File: src/rtl/frame_det_ctrl.sv
// rtl/frame_det_ctrl.sv - frame-level controller around a Moore non-overlapping 1011 detector
module frame_det_ctrl #(
    parameter int W  = 16,
    parameter int CW = 4
) (
    input  logic          clk,
    input  logic          res,
    input  logic          in_valid,
    output logic          in_ready,
    input  logic [W-1:0]  in_data,
    output logic          out_valid,
    input  logic          out_ready,
    output logic [CW-1:0] out_count,
    output logic          out_hit,
    output logic          busy
);

    localparam int BCW = (W > 1) ? $clog2(W) : 1;
    localparam logic [CW-1:0]  CNT_MAX  = '1;
    localparam logic [BCW-1:0] BIT_LAST = BCW'(W - 1);

    typedef enum logic [1:0] {
        IDLE   = 2'd0,
        SHIFT  = 2'd1,
        DRAIN  = 2'd2,
        REPORT = 2'd3
    } ctrl_state_t;

    typedef enum logic [2:0] {
        D_S0 = 3'd0,
        D_S1 = 3'd1,
        D_S2 = 3'd2,
        D_S3 = 3'd3,
        D_S4 = 3'd4
    } det_state_t;

    ctrl_state_t    state_q, state_d;
    det_state_t     det_q, det_d, det_nx;
    logic [W-1:0]   shreg_q, shreg_d;
    logic [BCW-1:0] bcnt_q, bcnt_d;
    logic [CW-1:0]  cnt_q, cnt_d;
    logic           bit_in;

    assign bit_in = shreg_q[W-1];

    // Detector next state; the bit seen in S4 is dropped so matches never overlap.
    always_comb begin
        det_nx = D_S0;
        case (det_q)
            D_S0:    det_nx = bit_in ? D_S1 : D_S0;
            D_S1:    det_nx = bit_in ? D_S1 : D_S2;
            D_S2:    det_nx = bit_in ? D_S3 : D_S0;
            D_S3:    det_nx = bit_in ? D_S4 : D_S2;
            D_S4:    det_nx = D_S0;
            default: det_nx = D_S0;
        endcase
    end

    always_comb begin
        state_d = state_q;
        det_d   = det_q;
        shreg_d = shreg_q;
        bcnt_d  = bcnt_q;
        cnt_d   = cnt_q;

        // S4 is registered one edge after the fourth bit, so DRAIN catches a last-bit match.
        if ((state_q == SHIFT || state_q == DRAIN) && det_q == D_S4 && cnt_q != CNT_MAX) begin
            cnt_d = cnt_q + 1'b1;
        end

        case (state_q)
            IDLE: begin
                if (in_valid) begin
                    state_d = SHIFT;
                    shreg_d = in_data;
                    bcnt_d  = '0;
                    cnt_d   = '0;
                    det_d   = D_S0;
                end
            end
            SHIFT: begin
                det_d   = det_nx;
                shreg_d = {shreg_q[W-2:0], 1'b0};
                bcnt_d  = bcnt_q + 1'b1;
                if (bcnt_q == BIT_LAST) begin
                    state_d = DRAIN;
                end
            end
            DRAIN: begin
                state_d = REPORT;
            end
            REPORT: begin
                if (out_ready) begin
                    state_d = IDLE;
                end
            end
            default: state_d = IDLE;
        endcase
    end

    always_ff @(posedge clk or negedge res) begin
        if (!res) begin
            state_q <= IDLE;
            det_q   <= D_S0;
            shreg_q <= '0;
            bcnt_q  <= '0;
            cnt_q   <= '0;
        end else begin
            state_q <= state_d;
            det_q   <= det_d;
            shreg_q <= shreg_d;
            bcnt_q  <= bcnt_d;
            cnt_q   <= cnt_d;
        end
    end

    assign in_ready  = (state_q == IDLE);
    assign out_valid = (state_q == REPORT);
    assign out_count = cnt_q;
    assign out_hit   = (cnt_q != '0);
    assign busy      = (state_q != IDLE);

endmodule

File: config.mk
export PLATFORM = sky130hd
export DESIGN_NAME = frame_det_ctrl
export DESIGN_NICKNAME = d
export VERILOG_FILES = /design/src/rtl/frame_det_ctrl.sv
export SDC_FILE = /design/constraint.sdc
export NUM_CORES = 1
export LEC_CHECK = 0
export ABC_CLOCK_PERIOD_IN_PS = 1750
export CORE_UTILIZATION = 45
export DETAILED_ROUTE_END_ITERATION = 12
export HOLD_SLACK_MARGIN = 0.05
export PLACE_DENSITY = 0.82
export SETUP_SLACK_MARGIN = 0.1
export SLEW_MARGIN = 5
export SYNTH_ARGS = -nofsm -noshare
export SYNTH_HDL_FRONTEND = slang
export SYNTH_SLANG_ARGS = --single-unit
File: constraint.sdc
create_clock -name clk -period 1.75 [get_ports clk]
set_clock_uncertainty 0.05 [all_clocks]
set_input_delay 0.35 -clock clk [delete_from_list [all_inputs] [get_ports clk]]
set_output_delay 0.35 -clock clk [all_outputs]
set_load 0.005 [all_outputs]
==> flow_metrics.py, run 1 <==
metrics = {
    "run_status": {
        "status": "completed",
    },
    "power": {
        "p_leak_uw": 0.00109,
        "powerDensity_mw_per_mm2": 1600,
        "peakVddDrop_uv": 972,
        "total_power_uw": 3760,
    },
    "die": {
        "io_pins": 28,
        "die_area_mm2": 0.00380,
        "die_h_um": 61.6,
        "fp.dieW_um": 61.6,
        "floorplan.rows": 21,
        "start_util_pct": 47.5,
        "core_area_mm2": 0.00336,
    },
    "setup_path": {
        "path_cells": "buf_4 > ha_2 > dlygate4sd2_1",
        "r2r_cells": 7,
        "worstSetupStartpointType": "flip-flop",
        "reg2reg_slack_ns": 0.11,
        "rr_startpoint": "state_q[1]$_DFFE_PN0P_",
        "worstSetupPathType": "flip-flop to output pin",
        "critPathMaxFanout": 2,
        "required_ns": 1.35,
        "end_kind": "output pin",
        "r2r-end": "state_q[1]$_DFFE_PN0P_",
        "max_stage_delay_ns": 0.39,
        "cp_top_family": "flip-flops",
        "arrival_ns": 1.27,
        "critical_path_buf_inv_count": 2,
        "slowest_stage": "dfrtp_1",
    },
    "sta": {
        "whs_ns": 0.339,
        "slew_violations": 0,
        "rsz0062_at_grt": "yes",
        "finalCritPeriodShare_pct": 95.6,
        "period_minus_slack_ns": 1.67,
        "setup_ws_ns": 0.0772,
        "setup_violations": 0,
        "max_freq_mhz": 598,
        "tightest_slew_ns": 0.372,
        "max_slew_margin_pct": 75.2,
        "finalHoldViolCount": 0,
    },
    "clock_network": {
        "cts.path.max_buffers": 2,
        "worstSkewPairLatency_ns": 0.34,
        "cts_tree": "yes",
        "cts.clk_slew.worst_paths_ns": 0.09,
        "htreeDepth": 2,
        "numCtsBuffers": 5,
        "postCtsHoldBufs": 0,
        "cts_sinks": 29,
        "clockRootBuffer": "clkbuf_4",
    },
    "yosys": {
        "synthArstFlopShare_pct": 100,
        "synthesis.area_mm2": 0.00160,
        "syn_avg_cell_area_um2": 10.3,
        "synth-seq-area-share_pct": 45.4,
        "syn-num-nets": 183,
        "synthFlopType": "dfrtp_1",
        "synth_top_area_share_pct": 45.4,
        "synth_common_cells": "dfrtp_1 (29), nand2_1 (25), o21ai_0 (17)",
        "yosysWarnings": 0,
        "synth_cell_types": 35,
        "syn_inst": 155,
        "ys_seq_elements": 29,
        "yosys.area.top_type": "dfrtp_1",
        "yosysMostFrequentCell": "dfrtp_1",
        "synth_area_leaders": "dfrtp_1 (45%), mux2i_1 (10%), ha_1 (6.3%)",
        "synth_edf_count": 0,
    },
    "placement": {
        "pre_cts_slack_ns": -0.0152,
        "dpl.hpwl_um": 2270,
        "place_inst": 230,
        "gp_congestion": 0.792,
        "io_buffers": 27,
    },
    "finish": {
        "layout-drive-gt1-share_pct": 30.1,
        "finalNonFillerCells": 262,
        "antennaDiodeCount": 0,
        "nNetsFinal": 243,
        "syn2layout_area_growth_pct": 47.0,
    },
    "global_route": {
        "track_usage_pct": 20.3,
        "grt_max_degree": 37,
        "antenna_found_initial": 0,
        "grt_pass1_wl_um": 5430,
        "grt_pass1_vias": 1336,
        "overflow": 0,
    },
    "routing": {
        "dr.max_layer_used": "met4",
        "drtAntennaViolNets": 0,
        "dr_wl_met2_um": 1940,
        "route.met3.wl_um": 132,
        "vias_per_cell": 5.17,
        "wl_met1_um": 1560,
        "routed_wl_um": 3710,
        "drtIter0Drc": 18,
        "dr.pass1.iters": 4,
        "drc_errors": 0,
        "vias": 1355,
        "wl_per_cell_um": 14.2,
    },
    "worst_hold_path": {
        "hp-class": "primary input to async pin",
    },
    "flow_run": {
        "drv_cap": 0,
    },
}
## report_power, final
group | internal (uW) | leakage (uW) | switching [uW]
registers | 937 | 0.000370 | 187
clock network | 341 | 0.0000455 | 242
logic | 1150 | 0.000670 | 905
total | 2430 | 0.00109 | 1330
## placed cells by master, fill, tap and decap left out, types with 2 or more instances in the layout
cell type        synthesis  routed
clkdlybuf4s50_1          0      19
a21oi_1                  2       2
mux2i_1                 16      16
ha_1                     8       4
nand2b_1                 4       3
inv_4                    0       2
nand3_1                  7       5
dfrtp_2                  0       2
buf_6                    1       7
buf_12                   0       2
clkbuf_16                0       2
inv_1                    6       2
inv_2                    0       2
buf_4                    3      22
dlymetal6s2s_1           0       2
clkbuf_4                 1       5
dlygate4sd2_1            0       3
clkbuf_2                 0       2
o21ai_1                  6       8
nor3_1                   2       2
dfrtp_1                 29      27
and3_1                   2       2
o21ai_0                 17      15
o31ai_2                  1       2
nand3_2                  0       2
nor2_1                   4       4
ha_4                     0       3
a21boi_1                 2       2
nand2_1                 25      25
## flip-flops by register name (all words and copies together), names as in the netlist
signal     flops
state_q        2
det_q          3
shreg_q       16
out_count      4
bcnt_q         4
## routing by layer
layer  track usage, %  vias to the layer above
met2             37.3                       35
met1             20.5                      643
li1                 -                      669
met4             12.7                        0
met3             4.83                        8
met5                0                        -
## how the worst max path moves through the flow
stage / from / endpoint / slack (ns) / cells after the start
floorplan: state_q[0]$_DFFE_PN0P_ / state_q[1]$_DFFE_PN0P_ / 0.11 / 6
global placement: in_valid / state_q[1]$_DFFE_PN0P_ / 0.01 / 4
detailed placement: in_valid / state_q[1]$_DFFE_PN0P_ / -0.02 / 4
CTS: state_q[1]$_DFFE_PN0P_ / busy / -0.04 / 5
global route: state_q[0]$_DFFE_PN0P_ / out_valid / 0.01 / 3
finish: state_q[0]$_DFFE_PN0P_ / out_valid / 0.08 / 3
## metrics by stage
step                cell area (um2)  TNS [ns]  utilization [%]
floorplan                      1600         0                -
global placement               1970         0             58.6
detailed placement             1970   -0.0152             58.6
CTS                            2240   -0.0373             66.5
global route                   2350         0             69.9
finish                         2350         0             69.9
## cell type report
class                      count  area [um2]
clock inverter                 1        30.0
clock buffer                   7        55.1
multi-input combinational    113         862
sequential                    29         728
inverter                       6        27.5
tap                           46        57.6
fill                         263        1010
timing repair buffer          60         591
## timing repair
action / CTS / global route
hold endpoints to repair: 0 / 0
buffers inserted: 21 / 2
pin swaps: 1 / 4
cloned: 0 / 2
gates resized for setup: 19 / 24
setup endpoints to repair: 15 / 24
## cells by family (layout without fill, tap and decap cells)
kind of cell / count (synthesis) / after routing / share of synthesized area [%]
and+or+nand+nor: 50 / 50 / 15.5
DFF: 29 / 29 / 45.4
adders and majority gates: 8 / 8 / 6.26
AOI/OAI and AO/OA: 37 / 37 / 15.9
muxes: 18 / 18 / 12.4
buffers and inverters: 13 / 74 / 4.62
Note: power is estimated with default switching activity, not from simulation.
==> run 2, diff against run 1 <==
--- a/config.mk
+++ b/config.mk
@@ -5,7 +5,6 @@
 export SDC_FILE = /design/constraint.sdc
 export NUM_CORES = 1
 export LEC_CHECK = 0
-export ABC_CLOCK_PERIOD_IN_PS = 1750
 export CORE_UTILIZATION = 45
 export DETAILED_ROUTE_END_ITERATION = 12
 export HOLD_SLACK_MARGIN = 0.05
==> results of run 2 <==
Final layout, timing and power as in run 1 (identical DEF).
==> run 3, diff against run 2 <==
--- a/config.mk
+++ b/config.mk
@@ -9,7 +9,6 @@
 export DETAILED_ROUTE_END_ITERATION = 12
 export HOLD_SLACK_MARGIN = 0.05
 export PLACE_DENSITY = 0.82
-export SETUP_SLACK_MARGIN = 0.1
 export SLEW_MARGIN = 5
 export SYNTH_ARGS = -nofsm -noshare
 export SYNTH_HDL_FRONTEND = slang
==> run 3 against run 2 <==
  * Non-clock buffer count shrank 19
  * Combinational power decreased by 20%
  * Clock-buffer cell count did not move
  * Worst hold slack improved by 0.0056 ns
  * Final cell count decreased by 7.3%
  * Die area is the same
  * Clock power fell by 0.7%
  * Largest power group unchanged
==> flow_metrics.py, run 3 (same netlist as run 1, synthesis figures left out) <==
metrics = {
    "setup_path": {
        "worstSetupStartpointType": "flip-flop",
        "cp_top_family": "buffers and inverters",
        "critical_path_buf_inv_count": 1,
        "path_cells": "clkdlybuf4s50_1",
        "slowest_stage": "clkdlybuf4s50_1",
        "worstSetupPathType": "flip-flop to output pin",
        "required_ns": 1.35,
        "r2r_cells": 6,
        "arrival_ns": 1.29,
        "max_stage_delay_ns": 0.52,
        "worst-path-stages": 1,
        "end_kind": "output pin",
        "critPathMaxFanout": 8,
    },
    "global_route": {
        "grt_pass1_vias": 1262,
        "track_usage_pct": 19.4,
        "overflow": 0,
        "antenna_found_initial": 0,
        "grt_pass1_wl_um": 5290,
        "grt_max_degree": 37,
    },
    "die": {
        "start_util_pct": 47.5,
        "core_area_mm2": 0.00336,
        "die_h_um": 61.6,
        "fp.dieW_um": 61.6,
        "die_area_mm2": 0.00380,
        "floorplan.rows": 21,
        "io_pins": 28,
    },
    "clock_network": {
        "cts.path.max_buffers": 2,
        "cts.clk_slew.worst_paths_ns": 0.10,
        "clockRootBuffer": "clkbuf_4",
        "cts_tree": "yes",
        "postCtsHoldBufs": 0,
        "htreeDepth": 2,
        "numCtsBuffers": 5,
        "worstSkewPairLatency_ns": 0.33,
        "cts_sinks": 29,
    },
    "placement": {
        "place_area_mm2": 0.00197,
        "io_buffers": 27,
        "gp_congestion": 0.806,
        "dpl.hpwl_um": 2220,
        "pre_cts_slack_ns": -0.00741,
        "place_inst": 230,
    },
    "finish": {
        "antennaDiodeCount": 0,
        "fillers": 301,
        "syn2layout_area_growth_pct": 32.6,
        "top_register": "shreg_q",
        "layout_common_cells": "dfrtp_1 (26), nand2_1 (25), clkdlybuf4s50_1 (21)",
        "nNetsFinal": 224,
        "finalNonFillerCells": 243,
        "finalInstanceArea_mm2": 0.00212,
        "layout-drive-gt1-share_pct": 19.3,
        "mostFrequentLayoutCell": "dfrtp_1",
        "largest_reg_flops": 16,
    },
    "worst_hold_path": {
        "hp-class": "primary input to async pin",
    },
    "routing": {
        "wl_per_cell_um": 13.4,
        "drtAntennaViolNets": 0,
        "routed_wl_um": 3250,
        "vias_per_cell": 5.32,
        "vias": 1292,
        "drc_errors": 0,
        "dr.pass1.iters": 4,
        "drtIter0Drc": 73,
    },
    "power": {
        "p_leak_uw": 0.000962,
        "powerDensity_mw_per_mm2": 1580,
        "peakVddDrop_uv": 833,
    },
    "sta": {
        "finalHoldViolCount": 0,
        "setup_violations": 0,
        "max_slew_margin_pct": 75.2,
        "slew_violations": 0,
        "setup_ws_ns": 0.0599,
        "period_minus_slack_ns": 1.69,
        "rsz0062_at_grt": "no",
        "whs_ns": 0.344,
        "tightest_slew_ns": 0.372,
        "finalCritPeriodShare_pct": 96.6,
        "max_freq_mhz": 592,
    },
    "run_status": {
        "status": "completed",
    },
    "flow_run": {
        "drv_cap": 0,
    },
}
-- run 3: changes by cell type in the layout (fill, tap and decap cells not counted), moves of 2 or more --
cell / delta
buf_4: -11
clkbuf_2: -2
inv_4: -2
o21ai_1: -2
nand3_2: -2
ha_1: +2
buf_6: -6
nand3_1: +2
clkdlybuf4s50_1: +2
clkbuf_16: -2
o21ai_0: +2
-- run 3: path summary, 6_finish.rpt --
| kind | slack (ns) | start | endpoint |
|---|---|---|---|
| setup / recovery | 0.06 | out_count[2]$_DFF_PN0_ | out_count[2] |
| hold / removal | 0.34 | res | out_count[3]$_DFF_PN0_ |
| setup reg to reg | 0.10 | state_q[0]$_DFFE_PN0P_ | state_q[1]$_DFFE_PN0P_ |
| hold reg to reg | 0.44 | shreg_q[5]$_DFFE_PN0P_ | shreg_q[5]$_DFFE_PN0P_ |
| max in group asynchronous | 1.01 | res | state_q[0]$_DFFE_PN0P_ |
| min in group clk | 0.44 | shreg_q[5]$_DFFE_PN0P_ | shreg_q[5]$_DFFE_PN0P_ |
-- run 3: area by class of cell --
cell class                      count  area, um2  area share (%)
Clock inverter                      1       30.0            1.42
Sequential cell                    29        729            34.4
Inverter                            6       22.5            1.06
Tap cell                           46       57.6            2.71
Clock buffer                        7       55.1            2.60
Multi-Input combinational cell    113        825            38.9
Timing Repair Buffer               41        402            18.9
-- run 3: repair_timing --
action,in CTS,in global routing
setup buffers,3,2
resized for setup,18,3
pin swaps,1,0
setup endpoints to repair,6,4
-- run 3: layer usage --
layer	up-vias	global-route usage (%)	part of all wire, %
met5	-	0	0
met4	0	8.25	2.2
met3	9	6.72	5.8
met2	42	35.0	49
met1	611	20.4	43
li1	630	-	-
-- run 3: stage by stage --
stage	setup TNS (ns)	power, uW	util, %
after global routing	0	3600	63.1
after detailed placement	-0.00741	2700	58.5
after global placement	0	2600	58.5
final	0	3350	63.1
after CTS	0	3360	62.4
after floorplan	0	2180	-
-- run 3: report_power, final --
part	internal (uW)	leakage [uW]	switching (uW)	total, uW
Combinational	855	0.000547	788	1640
Clock	341	0.0000455	238	579
Sequential	939	0.000369	194	1130
Total	2130	0.000962	1220	3350
